<file path="config.mk">
export PLATFORM = sky130hd
export DESIGN_NAME = led_pattern_gen
export DESIGN_NICKNAME = d
export VERILOG_FILES = /design/src/rtl/led_pkg.sv /design/src/rtl/led_channel.sv /design/src/rtl/led_pattern_gen.sv
export SDC_FILE = /design/constraint.sdc
export NUM_CORES = 1
export LEC_CHECK = 0
export ABC_CLOCK_PERIOD_IN_PS = 3000
export CORE_MARGIN = 2
export CORE_UTILIZATION = 40
export CTS_BUF_LIST = sky130_fd_sc_hd__clkbuf_2 sky130_fd_sc_hd__clkbuf_4 sky130_fd_sc_hd__clkbuf_8
export DETAILED_ROUTE_END_ITERATION = 10
export PLACE_DENSITY = 0.56
export SLEW_MARGIN = 25
export SYNTH_ARGS = -nofsm -noshare
export SYNTH_HDL_FRONTEND = slang
export SYNTH_HIERARCHICAL = 1
export SYNTH_SLANG_ARGS = --single-unit
</file>
<file path="constraint.sdc">
create_clock -name clk -period 3 [get_ports clk]
set_input_delay 0.6 -clock clk [delete_from_list [all_inputs] [get_ports clk]]
set_output_delay 0.6 -clock clk [all_outputs]
set_load 0.1 [all_outputs]
</file>
<file path="src/rtl/led_pkg.sv">
// Shared types for the multi-channel LED pattern generator: channel modes
// and the configuration word carried from the config port into each channel.
package led_pkg;

    localparam int LED_MODE_W    = 2;
    // Period/duty are carried at this fixed width and zero-extended from CNT_W.
    localparam int LED_CNT_MAX_W = 32;

    typedef enum logic [LED_MODE_W-1:0] {
        LED_OFF   = 2'd0,
        LED_ON    = 2'd1,
        LED_BLINK = 2'd2,
        LED_PWM   = 2'd3
    } led_mode_e;

    typedef struct packed {
        led_mode_e                mode;
        logic [LED_CNT_MAX_W-1:0] period;
        logic [LED_CNT_MAX_W-1:0] duty;
    } led_cfg_t;

    localparam led_cfg_t LED_CFG_RESET = '{mode: LED_OFF, period: '0, duty: '0};

    // BLINK and PWM are the modes that run the cycle counter and produce wraps.
    function automatic logic mode_is_running(input led_mode_e mode);
        return (mode == LED_BLINK) || (mode == LED_PWM);
    endfunction

endpackage

</file>
<file path="src/rtl/led_channel.sv">
// One LED channel: cycle counter, active/shadow configuration with a pending
// flag, and the registered led / wrap_pulse outputs.
module led_channel
    import led_pkg::*;
#(
    parameter int CNT_W = 16
) (
    input  logic     clk,
    input  logic     reset_n,
    input  logic     tick,
    input  logic     cfg_wr,
    input  led_cfg_t cfg_in,
    output logic     led,
    output logic     wrap_pulse,
    output logic     pending
);

    led_cfg_t                 active_reg;
    led_cfg_t                 active_next;
    led_cfg_t                 shadow_reg;
    led_cfg_t                 shadow_next;
    logic                     pending_reg;
    logic                     pending_next;
    logic [CNT_W-1:0]         counter_reg;
    logic [CNT_W-1:0]         counter_next;
    logic                     led_reg;
    logic                     led_next;
    logic                     wrap_pulse_reg;
    logic [LED_CNT_MAX_W-1:0] counter_ext;
    logic                     running;
    logic                     at_terminal;
    logic                     wrap;

    assign counter_ext = LED_CNT_MAX_W'(counter_reg);
    assign running     = mode_is_running(active_reg.mode);
    assign at_terminal = (counter_ext == active_reg.period);
    assign wrap        = running & tick & at_terminal;

    always_comb begin
        active_next  = active_reg;
        shadow_next  = shadow_reg;
        pending_next = pending_reg;
        counter_next = counter_reg;
        led_next     = led_reg;

        case (active_reg.mode)
            LED_OFF:   led_next = 1'b0;
            LED_ON:    led_next = 1'b1;
            LED_BLINK: led_next = wrap ? ~led_reg : led_reg;
            LED_PWM:   led_next = (counter_ext < active_reg.duty);
            default:   led_next = 1'b0;
        endcase

        if (!running) begin
            counter_next = '0;
        end else if (tick) begin
            counter_next = at_terminal ? '0 : counter_reg + 1'b1;
        end

        // A queued config only takes over on a wrap, after the old mode's
        // wrap action above, so no partial cycle is ever emitted.
        if (wrap && pending_reg) begin
            active_next  = shadow_reg;
            counter_next = '0;
            pending_next = 1'b0;
        end

        // pending_reg is 0 whenever a write can be accepted, so a write that
        // coincides with a wrap lands in the shadow for the following wrap.
        if (cfg_wr) begin
            if (running) begin
                shadow_next  = cfg_in;
                pending_next = 1'b1;
            end else begin
                active_next  = cfg_in;
                counter_next = '0;
            end
        end
    end

    always_ff @(posedge clk or negedge reset_n) begin
        if (!reset_n) begin
            active_reg     <= LED_CFG_RESET;
            shadow_reg     <= LED_CFG_RESET;
            pending_reg    <= 1'b0;
            counter_reg    <= '0;
            led_reg        <= 1'b0;
            wrap_pulse_reg <= 1'b0;
        end else begin
            active_reg     <= active_next;
            shadow_reg     <= shadow_next;
            pending_reg    <= pending_next;
            counter_reg    <= counter_next;
            led_reg        <= led_next;
            wrap_pulse_reg <= wrap;
        end
    end

    assign led        = led_reg;
    assign wrap_pulse = wrap_pulse_reg;
    assign pending    = pending_reg;

endmodule

</file>
<file path="src/rtl/led_pattern_gen.sv">
// Multi-channel LED pattern generator: shared tick prescaler, config-port
// channel decode and per-channel ready mux around NUM_CH led_channel blocks.
module led_pattern_gen
    import led_pkg::*;
#(
    parameter int  NUM_CH   = 4,
    parameter int  CNT_W    = 16,
    parameter int  PRESCALE = 1,
    localparam int CH_W     = (NUM_CH > 1) ? $clog2(NUM_CH) : 1
) (
    input  logic                  clk,
    input  logic                  reset_n,
    input  logic                  cfg_valid,
    output logic                  cfg_ready,
    input  logic [CH_W-1:0]       cfg_ch,
    input  logic [LED_MODE_W-1:0] cfg_mode,
    input  logic [CNT_W-1:0]      cfg_period,
    input  logic [CNT_W-1:0]      cfg_duty,
    output logic [NUM_CH-1:0]     led,
    output logic [NUM_CH-1:0]     wrap_pulse
);

    localparam int PS_W     = (PRESCALE > 1) ? $clog2(PRESCALE) : 1;
    localparam int CH_SLOTS = 1 << CH_W;

    if (NUM_CH < 1) begin : g_bad_num_ch
        $fatal(1, "led_pattern_gen: NUM_CH must be >= 1");
    end
    if (PRESCALE < 1) begin : g_bad_prescale
        $fatal(1, "led_pattern_gen: PRESCALE must be >= 1");
    end
    if ((CNT_W < 1) || (CNT_W > LED_CNT_MAX_W)) begin : g_bad_cnt_w
        $fatal(1, "led_pattern_gen: CNT_W out of range");
    end

    logic [PS_W-1:0]     presc_reg;
    logic [PS_W-1:0]     presc_next;
    logic                tick;
    logic [NUM_CH-1:0]   pending;
    logic [CH_SLOTS-1:0] pending_ext;
    logic [NUM_CH-1:0]   ch_wr;
    logic                cfg_fire;
    led_cfg_t            cfg_word;

    assign tick       = (presc_reg == PS_W'(PRESCALE - 1));
    assign presc_next = tick ? '0 : presc_reg + 1'b1;

    always_ff @(posedge clk or negedge reset_n) begin
        if (!reset_n) begin
            presc_reg <= '0;
        end else begin
            presc_reg <= presc_next;
        end
    end

    // Unused channel codes read as "not pending": such writes are taken and dropped.
    for (genvar gi = 0; gi < CH_SLOTS; gi++) begin : g_pend_ext
        if (gi < NUM_CH) begin : g_real
            assign pending_ext[gi] = pending[gi];
        end else begin : g_void
            assign pending_ext[gi] = 1'b0;
        end
    end

    assign cfg_ready = ~pending_ext[cfg_ch];
    assign cfg_fire  = cfg_valid & cfg_ready;

    assign cfg_word.mode   = led_mode_e'(cfg_mode);
    assign cfg_word.period = LED_CNT_MAX_W'(cfg_period);
    assign cfg_word.duty   = LED_CNT_MAX_W'(cfg_duty);

    for (genvar gi = 0; gi < NUM_CH; gi++) begin : g_ch
        assign ch_wr[gi] = cfg_fire && (cfg_ch == CH_W'(gi));

        led_channel #(
            .CNT_W(CNT_W)
        ) u_channel (
            .clk        (clk),
            .reset_n    (reset_n),
            .tick       (tick),
            .cfg_wr     (ch_wr[gi]),
            .cfg_in     (cfg_word),
            .led        (led[gi]),
            .wrap_pulse (wrap_pulse[gi]),
            .pending    (pending[gi])
        );
    end

endmodule

</file>
* After elaboration in Yosys (flattened, before gate mapping)
Index checks and enable logic that the tools add are counted.
Cells by class: add/sub/neg operators 5, order comparisons 5, eq/ne operators 23, multiplexer cells 59, bitwise logic cells 15, reduce and logical (&&, ||, !) cells 21
Operators with widths (count):
- two-way mux 66 bit | 12
- two-way mux 16 bit | 24
- equality test 16 x 32 -> 1 bit | 4
- less-than comparator 16 x 32 -> 1 bit | 4
- adder 16 x 1 -> 16 bit, second input constant | 4
- equality test 2 bit, second input constant | 10
- two-way mux 1 bit | 18
- one-hot mux 1 bit (4 select lines) | 4
- equality test 2 x 1 -> 1 bit, second input constant | 5
- logical NOT 2 bit | 5
- bitwise AND 1 bit | 9
- logical AND 1 bit | 8
- inequality test 2 x 1 -> 1 bit, second input constant | 4
- AND reduction 2 bit | 4
- NOT 1 bit | 6
- logical OR 1 bit | 4
- less-than comparator 2 x 3 -> 1 bit, second input constant | 1
- binary-select mux 1 bit (select 2 bit) | 1
- adder 1 bit, second input constant | 1
Storage, ports and cells: register bits after elaboration 477, bits of input ports 39, output and inout bits 9, word-level logic and storage cells 169

* Logic depth before layout (Yosys ltp)
depth after elaboration 8, depth in mapped cells 10, mapped depth without buffers 8

* Hierarchy
The synthesis kept the hierarchy.
Modules (own cells, without submodules):
- led_channel at g_ch[1].u_channel ... | instances 2, cells each 700, area an instance 7365.8 um^2, sequential area each 3778.6 um^2
- led_channel at g_ch[0].u_channel | instances 1, cells each 707, area an instance 7422.1 um^2, sequential area each 3778.6 um^2
- led_channel at g_ch[3].u_channel | instances 1, cells each 663, area an instance 6860.3 um^2, sequential area each 3778.6 um^2
- led_pattern_gen | instances 1, cells each 9, area an instance 71.3 um^2, sequential area each 0.0 um^2

* Worst setup path after synthesis
No wires, ideal clock.
path type in2out, start point in cfg_ch[0], end point out cfg_ready, arrival time 1.668 ns, data required time 2.400 ns, path slack 0.732 ns, stages on the path 2, path buffers 0, cells stage by stage mux4_2 inv_1
On the way: cells in the longest elaborated chain, start to end 3
Ends and longest elaborated chain:
- start, declared | RTL line led_pattern_gen.sv:15 | input logic [CH_W-1:0] cfg_ch,
- binary-select mux 1 bit (select 2 bit) | RTL line led_pattern_gen.sv:65 | assign cfg_ready = ~pending_ext[cfg_ch];
- two-way mux 1 bit (implied by the code) | RTL line led_pattern_gen.sv:65
- NOT 1 bit | RTL line led_pattern_gen.sv:65
- end, declared | RTL line led_pattern_gen.sv:14 | output logic cfg_ready,
Every way passes these cells. The select of a mux whose other input is x is not followed.

==> run_results.csv <==
group,metric,value,unit
power,vdd.ir_drop.worst,0.298,mV
synthesis,flop_and_latch_count_out_of_synthesis,604,
floorplan,io_pins,48,
critical_path,required,3.55,ns
finish,area_growth_syn_to_layout,17.0,%
drt,detail_route.iter0.violations,1460,
power,static-leakage-power,0.0162,uW
sta,period_share,89.1,%
sta,worst_clock_skew,0.0263,ns
sta,worst_slew_slack_as_a_fraction_of_its_limit,37.5,%
global_route,maximum_number_of_pins_on_one_net_before_global_route_repair,113,
drt,antenna_violating_nets_post_route,0,
floorplan,chipWidth,274,um
critical_path,critical_path.max_fanout,37,
finish,post_route_cells_drive_above_1_share,18.6,%
sta,worst_slew_pin_slew,0.934,ns
clock_tree,cts_buffers,104,
floorplan,die_h,274,um
synthesis,seq_area_frac_synth,52.0,%
critical_path,r2r.worst_path.cells,6,
sta,grt_setup_unrepaired,"false",
global_route,grt_pass1_vias,22700,
drt,post_drt_via_cell_ratio,5.37,
synthesis,synth_top_cells_by_count,"604 x dfrtp_1, 351 x nor2_1, 266 x mux2_2",
min_path,hold_class,"input pin to asynchronous set/reset pin",
power,switching_share,26.2,%
global_route,globalRouteOverflowTotal,0,
power,power,17800,uW
sta,timing.final.setup_violations,0,
floorplan,die_area,74900,um2
finish,count_of_nets_after_finishing,3173,
sta,setup_tns,0,ns
sta,report.final.hold_viol_count,0,
sta,max_freq,374,MHz
drt,via_count,22000,
finish,finalNonFillerCells,4094,
synthesis,synth-async-reset-ratio,100,%
clock_tree,htree_num_levels,3,
global_route,grt_first_pass_wirelength,124000,um
clock_tree,clkLatencyLatePin,0.71,ns
critical_path,worst_setup_path_start_kind,"flip-flop",
status,status,"finished, final reports clean",
power,internal-power,13100,uW
global_route,number_of_antenna_violations_at_the_first_check_in_global_routing,2,
synthesis,synthMostInstantiatedCell,"dfrtp_1",
power,p_sw,4660,uW
clock_tree,tritoncts,"done",
floorplan,placement_rows,98,
critical_path,r2r_start,"g_ch[1].u_channel/active_reg[62]$_DFF_PN0_",
drt,first_pass_iters,5,
finish,num-fill-cells,6702,
placement,placement.io_buffers,47,
global_route,grt.total_usage,20.8,%
power,power.share.clock,43.5,%
synthesis,synth_top_cell_area_share,52.0,%
synthesis,synthTopCellsByArea,"dfrtp_1 52%, mux2_2 10%, nor2_1 4.5%",
synthesis,netlist_area,29100,um2
floorplan,start_util,40.5,%
drt,route.detailed.wl_per_inst,18.6,um
clock_tree,clockBufferDepth,3,
synthesis,yosysTopAreaCell,"dfrtp_1",
critical_path,worstSetupPathType,"flip-flop to flip-flop",
finish,finished_core_util,47.4,%
synthesis,ys.flop_type,"dfrtp_1",
power,p_per_area,522,nW/um2
clock_tree,path_clk_slew,0.06,ns
critical_path,critical_path_capture_point_type,"flip-flop",
placement,hpwlAfterDp,48600,um
drt,detail_route.drc_violations,0,
job,max-cap-violations,0,
synthesis,synthesis.area_per_instance,10.5,um2
placement,dp_cells,3913,
critical_path,critPathArrivalTime,3.22,ns
power,power_frac_seq,47.7,%
clock_tree,tritoncts_num_sinks,604,
floorplan,core,71700,um2
placement,gp_congestion,0.850,
clock_tree,cts_post_setup_buffers_inserted,0,
clock_tree,cts_root_buf,"clkbuf_8",
drt,drt_wl_total,76000,um
synthesis,postSynthCellCount,2779,
critical_path,setup.reg_to_reg.worst_slack,0.33,ns
sta,period_needed,2.67,ns
power,logic_gate_share_of_total_power,8.8,%
sta,timing.final.max_slew_violations,0,
synthesis,netlist-cell-type-count,54,
synthesis,number_of_warnings_issued_by_yosys,6,
critical_path,reg_to_reg_end,"g_ch[1].u_channel/active_reg[21]$_DFF_PN0_",
synthesis,number_of_enable_flip_flop_cells_after_synthesis,0,
==> logic make-up after synthesis <==
kind of cell | Yosys count | synth area share (%)
multiplexers | 268 | 10.4
other | 2 | 0.0258
AO/OA/AOI/OAI | 517 | 11.7
buffers and inverters | 293 | 4.11
XOR/XNOR | 123 | 3.70
adder cells (fa/ha/maj) | 64 | 2.75
flip-flops | 604 | 52.0
AND/OR/NAND/NOR | 908 | 15.4
==> routing by layer <==
layer	wire (um)	GRT usage (%)
met3	3380	4.04
met5	0	0
met4	2380	7.31
met1	35100	28.0
met2	35200	33.6
==> power groups by stage <==
stage	sequential (uW)	combinational, uW	clock, uW
after floorplan	8600	830	0
after global routing	8500	1740	8320
final	8480	1560	7730
after global placement	8620	1530	0
after CTS	8480	1570	7970
after detailed placement	8620	1560	0
==> how the worst max path moves through the flow <==
stage / startpoint / slack [ns] / to / cells after the start
CTS: g_ch[2].u_channel/pending$_DFF_PN0_ / 0.30 / cfg_ready / 3
finish: g_ch[1].u_channel/active_reg[62]$_DFF_PN0_ / 0.33 / g_ch[1].u_channel/active_reg[21]$_DFF_PN0_ / 6
global route: g_ch[1].u_channel/active_reg[62]$_DFF_PN0_ / 0.25 / g_ch[1].u_channel/active_reg[44]$_DFF_PN0_ / 6
floorplan: cfg_ch[0] / 0.73 / cfg_ready / 2
global placement: g_ch[1].u_channel/active_reg[61]$_DFF_PN0_ / 0.39 / g_ch[1].u_channel/active_reg[24]$_DFF_PN0_ / 6
detailed placement: g_ch[1].u_channel/active_reg[62]$_DFF_PN0_ / 0.35 / g_ch[1].u_channel/active_reg[24]$_DFF_PN0_ / 6
==> what timing repair did <==
item                                   4_1_cts  5_1_grt
endpoints found under the hold margin       45        0
resized for setup                            0        0
hold buffers                                 1        0
==> cell type report <==
type	count	area [um2]	area share [%]
clock inverter	14	123	0.360
multi-input combinational	2150	13900	40.9
inverter	77	289	0.850
clock buffer	163	2020	5.95
sequential	604	15100	44.4
timing repair buffer	133	1360	4.01
antenna	3	7.51	0.0221
tap	950	1190	3.49
==> per-stage QoR <==
| step | setup slack (ns) | cell area (um2) | hold WS (ns) |
|---|---|---|---|
| after floorplan | 0.732 | 30100 | 0.304 |
| after detailed placement | 0.345 | 31900 | 0.471 |
| after global routing | 0.253 | 34000 | 0.455 |
| after CTS | 0.302 | 34000 | 0.421 |
| final | 0.327 | 34000 | 0.449 |
| after global placement | 0.388 | 31900 | 0.466 |
==> layout by cell type (no fill, tap or decap), types with 64 or more instances in the layout <==
master      n
a21oi_1   124
a31oi_1   186
buf_4      73
clkbuf_8  128
conb_1    270
dfrtp_1   604
ha_1       64
inv_1      77
mux2_2    266
nand2_1   140
nand3_1    65
nand4_1   183
nor2_1    351
o31ai_1   140
xnor2_1    84
==> critical path, stage by stage (launching register included) <==
cell,delay [ns]
dfrtp_1,0.39
nor3_1,0.43
nand4_1,0.32
or4_1,0.64
buf_4,0.30
o31ai_1,0.31
a31oi_1,0.12
Note: power is estimated with default switching activity, not from simulation.
